### src/rtl/sseg_display_scheduler.sv
// Four-digit seven-segment scan driver: picks score (BCD via double dabble),
// raw guess nibbles, or a perimeter chase animation, and drives anodes/cathodes.
module sseg_display_scheduler #(
    parameter int REFRESH_DIV = 50000,
    parameter int ANIM_DIV    = 12500000
) (
    input  logic        CLK,
    input  logic        RESET_N,
    input  logic        disp_score,
    input  logic        sseg_mode,
    input  logic [13:0] score,
    input  logic [15:0] guess,
    output logic [3:0]  an,
    output logic [6:0]  seg,
    output logic        dp
);
    localparam int RW = (REFRESH_DIV > 2) ? $clog2(REFRESH_DIV) : 1;
    localparam int AW = (ANIM_DIV > 2) ? $clog2(ANIM_DIV) : 1;

    typedef enum logic [1:0] {S_IDLE, S_SHIFT, S_LATCH} state_t;

    logic [RW-1:0] r_ref_cnt;
    logic [1:0]    r_digit;
    logic [AW-1:0] r_anim_cnt;
    logic [3:0]    r_step;
    logic          r_mode_d;
    state_t        r_state, w_state_nxt;
    logic [29:0]   r_work;
    logic [13:0]   r_sample, r_last;
    logic [3:0]    r_bitcnt;
    logic [15:0]   r_bcd;
    logic [3:0]    r_an;
    logic [6:0]    r_seg;

    logic [13:0]   w_sat;
    logic          w_start, w_rise;
    logic [29:0]   w_adj;
    logic [3:0]    w_step_eff;
    logic [1:0]    w_owner;
    logic [2:0]    w_segidx;
    logic [3:0]    w_bcd_nib, w_guess_nib;
    logic          w_lead;
    logic [6:0]    w_seg_nxt;

    function automatic logic [6:0] f_glyph(input logic [3:0] n);
        case (n)
            4'd0: f_glyph = 7'b1000000;
            4'd1: f_glyph = 7'b1111001;
            4'd2: f_glyph = 7'b0100100;
            4'd3: f_glyph = 7'b0110000;
            4'd4: f_glyph = 7'b0011001;
            4'd5: f_glyph = 7'b0010010;
            4'd6: f_glyph = 7'b0000010;
            4'd7: f_glyph = 7'b1111000;
            4'd8: f_glyph = 7'b0000000;
            4'd9: f_glyph = 7'b0010000;
            default: f_glyph = 7'b1111111;
        endcase
    endfunction

    // Scan and animation timing
    always_ff @(posedge CLK or negedge RESET_N) begin
        if (!RESET_N) begin
            r_ref_cnt  <= '0;
            r_digit    <= 2'd0;
            r_anim_cnt <= '0;
            r_step     <= 4'd0;
            r_mode_d   <= 1'b0;
        end else begin
            r_mode_d <= sseg_mode;
            if (r_ref_cnt == RW'(REFRESH_DIV - 1)) begin
                r_ref_cnt <= '0;
                r_digit   <= r_digit + 2'd1;
            end else begin
                r_ref_cnt <= r_ref_cnt + RW'(1);
            end
            if (w_rise) begin
                r_anim_cnt <= '0;
                r_step     <= 4'd0;
            end else if (r_anim_cnt == AW'(ANIM_DIV - 1)) begin
                r_anim_cnt <= '0;
                r_step     <= (r_step == 4'd11) ? 4'd0 : r_step + 4'd1;
            end else begin
                r_anim_cnt <= r_anim_cnt + AW'(1);
            end
        end
    end

    assign w_rise = sseg_mode & ~r_mode_d;
    assign w_sat   = (score > 14'd9999) ? 14'd9999 : score;
    assign w_start = (w_sat != r_last);

    always_ff @(posedge CLK or negedge RESET_N) begin
        if (!RESET_N) r_state <= S_IDLE;
        else          r_state <= w_state_nxt;
    end

    always_comb begin
        w_state_nxt = r_state;
        case (r_state)
            S_IDLE:  if (w_start) w_state_nxt = S_SHIFT;
            S_SHIFT: if (r_bitcnt == 4'd13) w_state_nxt = S_LATCH;
            S_LATCH: w_state_nxt = S_IDLE;
            default: w_state_nxt = S_IDLE;
        endcase
    end

    // Add-3 on any BCD nibble >= 5 before each shift
    always_comb begin
        w_adj = r_work;
        for (int i = 0; i < 4; i++) begin
            if (r_work[14 + 4*i +: 4] >= 4'd5)
                w_adj[14 + 4*i +: 4] = r_work[14 + 4*i +: 4] + 4'd3;
        end
    end

    always_ff @(posedge CLK or negedge RESET_N) begin
        if (!RESET_N) begin
            r_work   <= '0;
            r_sample <= '0;
            r_last   <= '0;
            r_bitcnt <= 4'd0;
            r_bcd    <= '0;
        end else begin
            case (r_state)
                S_IDLE: if (w_start) begin
                    r_sample <= w_sat;
                    r_work   <= {16'd0, w_sat};
                    r_bitcnt <= 4'd0;
                end
                S_SHIFT: begin
                    r_work   <= w_adj << 1;
                    r_bitcnt <= r_bitcnt + 4'd1;
                end
                S_LATCH: begin
                    r_bcd  <= r_work[29:14];
                    r_last <= r_sample;
                end
                default: ;
            endcase
        end
    end

    // A rising sseg_mode shows step 0 on the very cycle it is seen
    assign w_step_eff = w_rise ? 4'd0 : r_step;

    always_comb begin
        w_owner  = 2'd3;
        w_segidx = 3'd0;
        case (w_step_eff)
            4'd0:  begin w_owner = 2'd3; w_segidx = 3'd0; end
            4'd1:  begin w_owner = 2'd2; w_segidx = 3'd0; end
            4'd2:  begin w_owner = 2'd1; w_segidx = 3'd0; end
            4'd3:  begin w_owner = 2'd0; w_segidx = 3'd0; end
            4'd4:  begin w_owner = 2'd0; w_segidx = 3'd1; end
            4'd5:  begin w_owner = 2'd0; w_segidx = 3'd2; end
            4'd6:  begin w_owner = 2'd0; w_segidx = 3'd3; end
            4'd7:  begin w_owner = 2'd1; w_segidx = 3'd3; end
            4'd8:  begin w_owner = 2'd2; w_segidx = 3'd3; end
            4'd9:  begin w_owner = 2'd3; w_segidx = 3'd3; end
            4'd10: begin w_owner = 2'd3; w_segidx = 3'd4; end
            4'd11: begin w_owner = 2'd3; w_segidx = 3'd5; end
            default: ;
        endcase
    end

    assign w_bcd_nib   = r_bcd[{r_digit, 2'b00} +: 4];
    assign w_guess_nib = guess[{r_digit, 2'b00} +: 4];

    always_comb begin
        w_lead = 1'b0;
        case (r_digit)
            2'd3: w_lead = (r_bcd[15:12] == 4'd0);
            2'd2: w_lead = (r_bcd[15:8]  == 8'd0);
            2'd1: w_lead = (r_bcd[15:4]  == 12'd0);
            default: w_lead = 1'b0;
        endcase
    end

    always_comb begin
        w_seg_nxt = 7'b1111111;
        if (sseg_mode) begin
            if (r_digit == w_owner) w_seg_nxt = ~(7'b0000001 << w_segidx);
        end else if (disp_score) begin
            if (!w_lead) w_seg_nxt = f_glyph(w_bcd_nib);
        end else begin
            w_seg_nxt = f_glyph(w_guess_nib);
        end
    end

    always_ff @(posedge CLK or negedge RESET_N) begin
        if (!RESET_N) begin
            r_an  <= 4'b1111;
            r_seg <= 7'b1111111;
        end else begin
            r_an  <= ~(4'b0001 << r_digit);
            r_seg <= w_seg_nxt;
        end
    end

    assign an  = r_an;
    assign seg = r_seg;
    assign dp  = 1'b1;
endmodule

### config.mk
export PLATFORM = sky130hd
export DESIGN_NAME = sseg_display_scheduler
export DESIGN_NICKNAME = d
export VERILOG_FILES = /design/src/rtl/sseg_display_scheduler.sv
export SDC_FILE = /design/constraint.sdc
export NUM_CORES = 1
export LEC_CHECK = 0
export BUFFER_PORTS_ARGS = -buffer_cell sky130_fd_sc_hd__buf_4
export CORE_ASPECT_RATIO = 1.5
export CORE_MARGIN = 4
export CORE_UTILIZATION = 35
export DETAILED_ROUTE_END_ITERATION = 10
export PLACE_DENSITY = 0.58
export SLEW_MARGIN = 20
export SYNTH_ARGS = -nofsm -noshare
export SYNTH_HDL_FRONTEND = slang
export SYNTH_SLANG_ARGS = --single-unit
### constraint.sdc
create_clock -name CLK -period 4.35 [get_ports CLK]
set_input_delay 0.87 -clock CLK [delete_from_list [all_inputs] [get_ports CLK]]
set_output_delay 0.87 -clock CLK [all_outputs]
set_load 0.02 [all_outputs]
Word-level counts from Yosys, hierarchy flattened. Memory sizes are Yosys's and may differ from the RTL's. Index checks and enable logic that the tools add are counted.

Logic and storage cells: 100. Flip-flop bits (word level): 138. Output and inout port bits: 12. Memories: 2. Input port bits: 34. Bits in read-only memories: 224.

$add $sub $neg: 9. Reduce and logical (&&, ||, !) cells: 13. Equal/unequal tests: 24. Shift operators: 4. Order comparisons: 5. Bitwise operators: 4. Muxes and demuxes: 26.

Memories: (no name shown) (words 16, width 7, rd ports 1, clocked after memory_dff 0, wr ports 0, RTL line 46) `case (n)`; (no name shown) (words 16, width 7, rd ports 1, clocked after memory_dff 0, wr ports 0, RTL line 46).

Operator list (count): 30-bit case mux with 2 select lines (1); 24-bit two-way mux (2); 4-bit two-way mux (8); 16-bit by 5-bit indexed part select with 4-bit output (2); 30-bit two-way mux (1); 7-bit two-way mux (4); 24-bit by 1-bit adder with 24-bit output, second input constant (1); 24-bit equality test, second input constant (1); 4-bit equality test, second input constant (6); 16-bit by 1-bit adder with 16-bit output, second input constant (1); 16-bit equality test, second input constant (1); 4-bit by 3-bit equality test with 1-bit output, second input constant (4); 4-bit by 3-bit greater-or-equal comparator with 1-bit output, second input constant (4); 16-bit two-way mux (1); 3-bit case mux with 5 select lines (1); 14-bit > comparator, second input constant (1); 14-bit two-way mux (1); 14-bit != test (1); 4-bit by 2-bit adder with 4-bit output, second input constant (3); 12-bit logical NOT (1); 4-bit by 1-bit adder with 4-bit output, second input constant (2); 4-bit by 2-bit equality test with 1-bit output, second input constant (2); 8-bit logical NOT (1); 4-bit case mux with 2 select lines (1); other kinds (24) (34).

Longest topological paths before layout. Gate-level depths: netlist of run 1.

Depth in word-level cells: 10. Mapped depth: 11. Mapped depth without buffers: 9.

Worst setup path before layout of run 1. Ideal clock, no wire load.

Path type: input to register. From: input score[7]. To: register r_work[0]. Data required time: 4230 ps. Path buffers: 3. Library setup time: 120 ps. Slack: 1395 ps. Stages on the path: 10. Arrival: 2835 ps. Cell sequence: or4_4 a21o_1 buf_6 o211ai_2 a211oi_2 and2_4 buf_6 or2_1 buf_6 a31o_2.

Cells in the longest elaborated chain, start to end: 5. Elaborated cells between the ends (all ways): 7.

Ends and longest elaborated chain: start, declared (RTL line 11) `input logic [13:0] score,`; 14-bit > comparator (RTL line 90) `assign w_sat = (score > 14'd9999) ? 14'd9999 : score;`; 14-bit two-way mux (*) (RTL line 90); 14-bit != test (RTL line 91) `assign w_start = (w_sat != r_last);`; 2-bit != test (no line); 2-bit AND reduction (no line); end signal, assigned (RTL line 128) `r_work <= {16'd0, w_sat};`; end signal, assigned (RTL line 132) `r_work <= w_adj << 1;`; end, declared (RTL line 28) `logic [29:0] r_work;`.

Mark *: on every way between the ends. The rest lies on a longest branch, timed or not. The select of a mux whose other input is x is not followed. A chain may end at the register's enable or synchronous reset.

Worst setup path in the final report of run 1.
From: input score[7]. To: register r_sample[13].

Cells in the longest elaborated chain, start to end: 4.

Ends and longest elaborated chain: 14-bit > comparator (RTL line 90); 14-bit two-way mux (*) (RTL line 90); 14-bit != test (RTL line 91); 2-bit AND reduction (no line); end signal, assigned (RTL line 127) `r_sample <= w_sat;`; end, declared (RTL line 29) `logic [13:0] r_sample, r_last;`.

Mark *: on every way between the ends. The rest lies on a longest branch, timed or not.

==> results.ini, run 1 <==
[global_routing]
grt_pass1_wl_mm = 26.4
grt_start_max_net_pins = 90
grt_pass1_vias = 5328
antenna_found_initial = 0
grt.overflow.total = 0
track_usage_pct = 13.9

[worst_setup_path]
cp_slowest_stage_delay_ns = 0.54
cp_common_cell = buf_4
cp_cell_sequence = buf_4, or4_4, a21o_1, nor2_1, a2111oi_4, a21oi_2, buf_4, mux2_2
path_class = input port to register
crit_path_end_kind = register
crit_arrival_ns = 3.45
rrSetupSlack_ns = 1.61
worst-path-max-fanout = 18
cp-start-kind = input port
reg2reg_from = r_last[6]$_DFFE_PN0N_
required_ns = 4.67
slowest_stage = or4_4
regToRegEndpoint = r_sample[13]$_DFFE_PN0P_
reg2regPathDepth = 7

[clock_network]
clock_latency_ns = 0.43
cts_root_buffer = clkbuf_16
h-tree-depth = 4
cts_tree = done
cts-buffers-inserted = 17
postCtsSetupBuffers = 0
max-clock-path-buffers = 2
cts_sinks = 138
clk_pin_slew_worst_paths_ns = 0.06
postCtsHoldBufs = 0
postCtsResizedCells = 0

[synthesis]
synthTopCellsByCount = dfrtp_1, nor2_1, nand2_1, o21ai_0, inv_1
syn_area_per_cell_sq_um = 10.2
synth.most_common_cell = dfrtp_1
synth.area.top_cells = dfrtp_1, mux2_2, ha_1
synth_seq_cells = 138
yosysTopAreaCellShare_pct = 43.0
synth_ff_type = dfrtp_1
async_flop_share_pct = 100
syn_inst = 727
yosysTopAreaCell = dfrtp_1
synth_edf_count = 0
syn_area_sq_mm = 0.00738
syn-num-nets = 789
yosysSeqAreaShare_pct = 47.0
synth_cell_type_count = 67
yosys_warnings = 0

[timing]
finalCritPeriodShare_pct = 72.0
finalCriticalPeriod_ns = 3.13
final.setup.worst_slack_ns = 1.22
hold_viol = 0
relSlewSlack_pct = 38.9
skew_ns = 0.0173
worst_slew_pin_slew_ns = 0.917
finalSetupViolCount = 0
fmax_mhz = 319
tns_ns = 0
drv_slew = 0
rsz0062_at_grt = no

[outcome]
status = finished, final reports clean

[route]
vias = 5340
dr.pass1.iters = 4
drc = 0
drt_iter0_drc = 245
ant_nets = 0
via_per_inst = 5.14
wirelength_mm = 15.6
wl_per_cell_microns = 15.0

[floorplanning]
die_h_microns = 186
io_pins = 46
initial_utilization_pct = 35.9
rows = 64
die_w_microns = 127
die_area_sq_mm = 0.0235
core_area_sq_mm = 0.0206

[finish]
antenna_cells = 0
fin_nets = 824
fin_cells = 1039
drive_above_1_share_pct = 18.7
syn2layout_area_growth_pct = 16.3
multi_input_area_sq_mm = 0.00363
seq_area_sq_mm = 0.00347
nFillCells = 1969

[pwr]
peakVddDrop_mv = 0.293
power.leakage_uw = 0.00360
power.density_mw_per_mm2 = 568

[worst_hold_path]
whs_endpoint = r_ref_cnt[0]$_DFF_PN0_
holdPathStages = 1
hold_start = r_ref_cnt[0]$_DFF_PN0_
worst_hold_path_type = register to register

[run]
max-cap-violations = 0

[placed_design]
gp_congestion = 0.789
place_ws_ns = 0.770
dp_hpwl_mm = 10.9
io_buffers = 44
placed_cells = 1007

-- area by class of cell --
class	count	area share (%)
inverters	33	1.44
multi-input cells	522	42.3
clock inverters	8	1.53
clock buffers	24	5.96
flip-flops and latches	138	40.4
well taps	264	3.85
repair buffers	50	4.56
-- how the worst max path moves through the flow --
stage / to / depth (start not counted) / startpoint / slack, ns
2_1_floorplan: r_work[0]$_DFFE_PN0P_ / 10 / score[7] / 1.39
3_3_place_gp: r_sample[13]$_DFFE_PN0P_ / 8 / score[7] / 0.81
3_5_place_dp: r_sample[13]$_DFFE_PN0P_ / 8 / score[7] / 0.77
4_1_cts: r_sample[13]$_DFFE_PN0P_ / 8 / score[7] / 1.22
5_1_grt: r_sample[13]$_DFFE_PN0P_ / 8 / score[7] / 1.05
6_report: r_sample[13]$_DFFE_PN0P_ / 8 / score[7] / 1.22
-- critical path, delay by kind of cell --
kind | cells | cell delay, ns
AO/OA/AOI/OAI | 3 | 0.95
AND/OR/NAND/NOR | 2 | 0.80
buffers and inverters | 2 | 0.46
multiplexers | 1 | 0.35
-- registers in the layout, indices dropped and copies added, names as in the netlist --
register    flops
r_work         30
an              4
seg             7
r_last         14
r_bitcnt        4
r_mode_d        1
r_step          4
r_state         2
r_bcd          16
r_sample       14
r_anim_cnt     24
r_digit         2
r_ref_cnt      16
-- power by group --
part	switching [uW]	leakage, uW	internal, uW
sequential	325	0.00171	1650
combinational	715	0.00159	637
clock	549	0.000309	997
total	1590	0.00360	3290
-- cell families (layout without fill, tap and decap cells) --
kind of cell | after synthesis | in the layout | share of synthesized area (%)
multiplexers | 51 | 51 | 8.81
AND/OR/NAND/NOR | 243 | 243 | 16.1
buffers and inverters | 67 | 115 | 3.97
XOR/XNOR | 52 | 52 | 6.17
adder cells (fa/ha/maj) | 28 | 28 | 4.75
AO/OA/AOI/OAI | 147 | 147 | 13.2
other | 1 | 1 | 0.0508
flip-flops | 138 | 138 | 47.0
-- metrics by stage --
stage	cell area [sq um]	hold WS, ns	total power (uW)	utilization [%]
after detailed placement	7940	0.443	3360	38.6
after CTS	8590	0.451	4930	41.7
after floorplan	7380	0.425	2970	-
after global placement	7940	0.444	3340	38.6
final	8590	0.446	4870	41.7
after global routing	8590	0.485	5190	41.7
-- cells in the final DEF (no fill, tap or decap), types with 26 or more instances in the layout --
cell type / n
inv_1: 33
xor2_1: 26
o21ai_0: 43
ha_1: 28
nand2_1: 55
dfrtp_1: 127
xnor2_1: 26
mux2_2: 32
nor2_1: 80
buf_4: 48
-- layer usage --
metal,up-vias,GRT usage [%],part of all wire [%]
met5,-,0,0
met4,0,5.67,2.0
met3,21,2.96,2.8
met2,79,24.4,52
met1,2593,16.4,43
li1,2647,-,-
No activity file was read; power rests on OpenSTA's default activity.
==> run 2, diff against run 1 <==
==> constraint.sdc (replaced) <==
create_clock -name CLK -period 2.9 [get_ports CLK]
set_input_delay 0.58 -clock CLK [delete_from_list [all_inputs] [get_ports CLK]]
set_output_delay 0.58 -clock CLK [all_outputs]
set_load 0.02 [all_outputs]
==> run 2 against run 1 <==
  * Clock power is 31% higher
  * Via count is 0.32% higher
  * First-iteration DRC count is 11% lower
  * Final area is 0.47% higher
  * Critical path depth stayed put
  * Sequential share of layout area is 0.19 points lower
  * Clock skew is 0.0094 ns lower
  * Sequential power is 49% higher
  * Count of clock-buffer cells in the layout is 3 lower
  * Flip-flop and latch count stayed put
  * Non-clock buffer count is 15 higher
==> results.ini, run 2 (synthesis gave the netlist of run 1 again) <==
[global_routing]
antenna_found_initial = 0  ; unchanged
grt_start_max_net_pins = 66  ; -27%
track_usage_pct = 14.1  ; +0.23 points
grt_pass1_vias = 5580  ; +4.7%
grt_pass1_wl_mm = 27.0  ; +2.4%
grt.overflow.total = 0  ; unchanged

[route]
routedLengthMet1_mm = 6.66  ; -0.55%
wl_met3_microns = 404  ; -5.8%
drt_iter0_drc = 217  ; -11%
via_per_inst = 5.08  ; -1.1%
vias = 5357  ; +0.32%
drc = 0  ; unchanged
wl_met2_mm = 8.12  ; +0.12%
dr.pass1.iters = 5  ; +1
top_layer_used = met4
wirelength_mm = 15.6  ; +0.13%
ant_nets = 0  ; unchanged
wl_per_cell_microns = 14.8  ; -1.3%

[floorplanning]
die_h_microns = 186  ; unchanged
die_area_sq_mm = 0.0235  ; unchanged
die_w_microns = 127  ; unchanged
io_pins = 46  ; unchanged
core_area_sq_mm = 0.0206  ; unchanged
initial_utilization_pct = 35.9  ; unchanged
rows = 64  ; unchanged

[timing]
tns_ns = 0  ; unchanged
finalSetupViolCount = 0  ; unchanged
finalCritPeriodShare_pct = 86.3
skew_ns = 0.00796  ; -0.00938 ns
relSlewSlack_pct = 59.3  ; +20 points
hold_viol = 0  ; unchanged
rsz0062_at_grt = no
finalCriticalPeriod_ns = 2.50
fmax_mhz = 399
drv_slew = 0  ; unchanged
worst_slew_pin_slew_ns = 0.611  ; -0.306 ns

[clock_network]
cts-buffers-inserted = 17  ; unchanged
clock_latency_ns = 0.43  ; about the same
cts_tree = done
cts_sinks = 138  ; unchanged
postCtsResizedCells = 0  ; unchanged
max-clock-path-buffers = 2  ; unchanged
postCtsHoldBufs = 0  ; unchanged
postCtsSetupBuffers = 0  ; unchanged
cts_root_buffer = clkbuf_16
clk_pin_slew_worst_paths_ns = 0.06  ; about the same
h-tree-depth = 4  ; unchanged

[pwr]
power.leakage_uw = 0.00364  ; +0.91%
finalPower_uw = 7100  ; +46%
peakVddDrop_mv = 0.420  ; +43%
power.density_mw_per_mm2 = 823  ; +45%

[worst_hold_path]
worst_hold_path_type = input port to asynchronous set/reset pin

[worst_setup_path]
worst-path-max-fanout = 14  ; -4
cp-start-kind = register
crit_arrival_ns = 2.80  ; -0.65 ns
crit_path_end_kind = register
path_class = register to register
required_ns = 3.20  ; -1.47 ns

[finish]
top_regs = r_work (30), r_anim_cnt (24)
nFillCells = 1998  ; +1.5%
final_common_cell = dfrtp_1
largest-register = r_work
antenna_cells = 0  ; unchanged
design_area_sq_mm = 0.00863  ; +0.47%
drive_above_1_share_pct = 20.3  ; +1.5 points
fin_nets = 839  ; +1.8%
mostFrequentLayoutCells = dfrtp_1, nor2_1, buf_4
syn2layout_area_growth_pct = 16.8
largest_reg_flops = 30  ; unchanged

[run]
max-cap-violations = 0  ; unchanged

[placed_design]
gp_congestion = 0.804  ; +1.9%
dpl_cell_area_sq_mm = 0.00807  ; +1.6%
dp_hpwl_mm = 11.1  ; +1.9%
io_buffers = 44  ; unchanged

[outcome]
status = finished, final reports clean

-- run 2: cell type report --
type	count	area, sq um	share of cell area (%)
inverter	33	124	1.44
tap	264	330	3.83
clock inverter	11	87.6	1.02
timing repair buffer	65	517	5.99
sequential	138	3470	40.2
multi-input combinational	522	3630	42.1
clock buffer	21	470	5.45
-- run 2: path summary, 6_finish.rpt --
kind | start | end | slack [ns] | depth (start not counted)
min in group CLK | sseg_mode | r_mode_d$_DFF_PN0_ | 0.32 | 1
setup / recovery | r_last[11]$_DFFE_PN0N_ | r_work[12]$_DFFE_PN0P_ | 0.40 | 8
max in group asynchronous | RESET_N | an[3]$_DFF_PN1_ | 2.03 | 2
hold / removal | RESET_N | r_last[7]$_DFFE_PN0N_ | 0.15 | 1
setup reg to reg | r_last[11]$_DFFE_PN0N_ | r_work[12]$_DFFE_PN0P_ | 0.40 | 8
hold reg to reg | r_ref_cnt[0]$_DFF_PN0_ | r_ref_cnt[0]$_DFF_PN0_ | 0.46 | 1
-- run 2: through the flow --
step | instances | setup WS, ns | util [%] | hold WS, ns
after floorplan | 727 | 0.235 | - | 0.284
after CTS | 1054 | 0.381 | 41.9 | 0.158
after global placement | 1022 | 0.0663 | 39.2 | 0.446
after global routing | 1054 | 0.181 | 41.9 | 0.191
final | 1054 | 0.397 | 41.9 | 0.146
after detailed placement | 1022 | 0.00507 | 39.2 | 0.453
-- run 2: layer usage --
metal	up-vias	GRT usage, %
li1	2684	-
met1	2575	16.8
met2	73	24.7
met3	25	2.73
met4	0	6.18
met5	-	0
-- run 2: worst max-delay path, cell delays in order (launching register included) --
cell,delay [ns]
dfrtp_1,0.39
nand2b_1,0.15
a2111oi_0,0.42
o2111ai_1,0.32
a2111oi_4,0.38
and2_4,0.23
buf_4,0.21
mux2i_1,0.19
o21ai_0,0.08
-- run 2: report_power, final --
group          switching (uW)  internal, uW  total, uW
logic                    1090          1020       2110
registers                 478          2480       2950
clock network             863          1170       2030
==> run 3, diff against run 2 <==
--- a/config.mk
+++ b/config.mk
@@ -5,12 +5,13 @@
 export SDC_FILE = /design/constraint.sdc
 export NUM_CORES = 1
 export LEC_CHECK = 0
-export BUFFER_PORTS_ARGS = -buffer_cell sky130_fd_sc_hd__buf_4
+export BUFFER_PORTS_ARGS = -buffer_cell sky130_fd_sc_hd__buf_2
 export CORE_ASPECT_RATIO = 1.5
 export CORE_MARGIN = 4
 export CORE_UTILIZATION = 35
 export DETAILED_ROUTE_END_ITERATION = 10
 export PLACE_DENSITY = 0.58
+export RECOVER_POWER = 50
 export SLEW_MARGIN = 20
 export SYNTH_ARGS = -nofsm -noshare
 export SYNTH_HDL_FRONTEND = slang
==> run 3 against run 2 <==
  * Die area unchanged
  * Critical path depth unchanged
  * Combinational power about the same
  * Hold slack improved by 0.24 ns
  * Setup slack improved by 0.057 ns
  * Final area decreased by 0.75%
  * Cell count increased by 0.57%
  * Count of clock-buffer cells in the layout increased by 1
  * Maximum frequency increased by 2.3%
  * Critical path type unchanged
  * Largest cell class unchanged
  * Highest routed layer unchanged
==> results.ini, run 3 (synthesis gave the netlist of run 1 again) <==
[worst_hold_path]
worst_hold_path_type = input port to register
hold_start = sseg_mode
holdPathStages = 1
whs_endpoint = r_mode_d$_DFF_PN0_

[timing]
rsz0062_at_grt = no
finalCriticalPeriod_ns = 2.45  ; -0.0569 ns
fmax_mhz = 409  ; +2.3%
tns_ns = 0  ; unchanged
relSlewSlack_pct = 12.6  ; -47 points
finalSetupViolCount = 0  ; unchanged
hold_viol = 0  ; unchanged
worst_slew_pin_slew_ns = 1.31  ; +0.700 ns
skew_ns = 0.00840  ; +0.000430 ns
drv_slew = 0  ; unchanged
finalCritPeriodShare_pct = 84.4  ; -2.0 points

[floorplanning]
initial_utilization_pct = 35.9  ; unchanged
die_area_sq_mm = 0.0235  ; unchanged
io_pins = 46  ; unchanged
die_w_microns = 127  ; unchanged
rows = 64  ; unchanged
die_h_microns = 186  ; unchanged
core_area_sq_mm = 0.0206  ; unchanged

[worst_setup_path]
required_ns = 3.18  ; -0.02 ns
reg2regPathDepth = 8  ; unchanged
regToRegEndpoint = r_work[11]$_DFFE_PN0P_
rrSetupSlack_ns = 0.45  ; +0.06 ns
crit_path_end_kind = register
worst-path-max-fanout = 14  ; unchanged
cp_slowest_stage_delay_ns = 0.41  ; about the same
worst-path-buf-inv = 1  ; unchanged
path_class = register to register
cp_top_family = compound AO/OA/AOI/OAI gates
crit_arrival_ns = 2.73  ; -0.07 ns
cp-start-kind = register
cp_cell_sequence = nand2b_1, a2111oi_0, o2111ai_1, a2111oi_4, and2_4, buf_4, mux2i_1, o21ai_0
slowest_stage = a2111oi_0
reg2reg_from = r_last[11]$_DFFE_PN0N_

[route]
ant_nets = 0  ; unchanged
vias = 5406  ; +0.91%
dr.pass1.iters = 4  ; -1
wl_per_cell_microns = 14.7  ; -0.41%
wirelength_mm = 15.6  ; +0.15%
drc = 0  ; unchanged
via_per_inst = 5.10  ; +0.34%
drt_iter0_drc = 316  ; +46%

[global_routing]
grt.overflow.total = 0  ; unchanged
track_usage_pct = 13.9  ; -0.17 points
grt_pass1_wl_mm = 26.6  ; -1.5%
grt_start_max_net_pins = 52  ; -21%
grt_pass1_vias = 5475  ; -1.9%
antenna_found_initial = 0  ; unchanged

[clock_network]
clock_latency_ns = 0.42  ; about the same
postCtsResizedCells = 0  ; unchanged
clk_pin_slew_worst_paths_ns = 0.06  ; about the same
cts-buffers-inserted = 17  ; unchanged
cts_root_buffer = clkbuf_16
cts_sinks = 138  ; unchanged
postCtsSetupBuffers = 0  ; unchanged
cts_tree = done
h-tree-depth = 4  ; unchanged
postCtsHoldBufs = 0  ; unchanged
max-clock-path-buffers = 2  ; unchanged

[finish]
drive_above_1_share_pct = 20.2  ; -0.027 points
final_common_cell = dfrtp_1
syn2layout_area_growth_pct = 15.9
largest_reg_flops = 30  ; unchanged
fin_nets = 845  ; +0.72%
top_regs = r_work (30), r_anim_cnt (24)
mostFrequentLayoutCells = dfrtp_1, nor2_1, nand2_1
largest-register = r_work
fin_cells = 1060  ; +0.57%
final_core_util_pct = 41.6  ; -0.32 points
antenna_cells = 0  ; unchanged

[placed_design]
gp_congestion = 0.787  ; -2.2%
io_buffers = 44  ; unchanged
dp_hpwl_mm = 11.2  ; +0.40%
placed_cells = 1028  ; +0.59%

[pwr]
power.leakage_uw = 0.00362  ; -0.40%
peakVddDrop_mv = 0.409  ; -2.5%
power.density_mw_per_mm2 = 840  ; +2.0%
finalPower_uw = 7190  ; +1.3%

[outcome]
status = finished, final reports clean

[run]
max-cap-violations = 0  ; unchanged

run 3: cell types whose count changed in the layout (fill, tap and decap cells not counted), sizes merged:
cell and change:
clkbuf +7, bufinv +2, inv -2, clkinvlp -1
run 3: metal layers:
layer	track usage (%)	wire length (microns)
met1	16.8	6810
met2	24.6	8100
met3	3.10	432
met4	4.55	248
met5	0	0
run 3: layout make-up:
type | count | area [sq um]
fillers | 2033 | 12000
multi-input cells | 522 | 3630
flip-flops and latches | 138 | 3470
clock buffers | 22 | 474
repair buffers | 71 | 420
well taps | 264 | 330
inverters | 33 | 124
clock inverters | 10 | 115
run 3: worst max path at each step:
| stage | cells past startpoint | slack, ns | to | from |
|---|---|---|---|---|
| 3_3_place_gp | 8 | 0.11 | r_sample[8]$_DFFE_PN0P_ | score[7] |
| 3_5_place_dp | 8 | 0.06 | r_sample[3]$_DFFE_PN0P_ | score[7] |
| 6_report | 8 | 0.45 | r_work[11]$_DFFE_PN0P_ | r_last[11]$_DFFE_PN0N_ |
| 2_1_floorplan | 10 | 0.23 | r_work[0]$_DFFE_PN0P_ | score[7] |
| 5_1_grt | 8 | 0.22 | r_work[11]$_DFFE_PN0P_ | r_last[11]$_DFFE_PN0N_ |
| 4_1_cts | 8 | 0.45 | r_work[11]$_DFFE_PN0P_ | r_last[11]$_DFFE_PN0N_ |
run 3: worst reg2reg max path: cells and delay by family (launching register included):
kind	cells	cell delay, ns
buffers and inverters	1	0.21
muxes	1	0.20
and+or+nand+nor	2	0.37
DFF	1	0.40
AOI/OAI and AO/OA	4	1.14
run 3: per-stage QoR:
step / area, sq um / hold WS (ns) / setup slack [ns]
2_1_floorplan: 7380 / 0.284 / 0.235
3_3_place_gp: 8010 / 0.445 / 0.112
3_5_place_dp: 8010 / 0.449 / 0.0586
4_1_cts: 8590 / 0.114 / 0.450
5_1_grt: 8560 / 0.384 / 0.219
6_report: 8560 / 0.383 / 0.454
run 3: power breakdown:
| group | internal (uW) | switching [uW] |
|---|---|---|
| logic | 1000 | 1100 |
| clock network | 1330 | 817 |
| registers | 2480 | 467 |
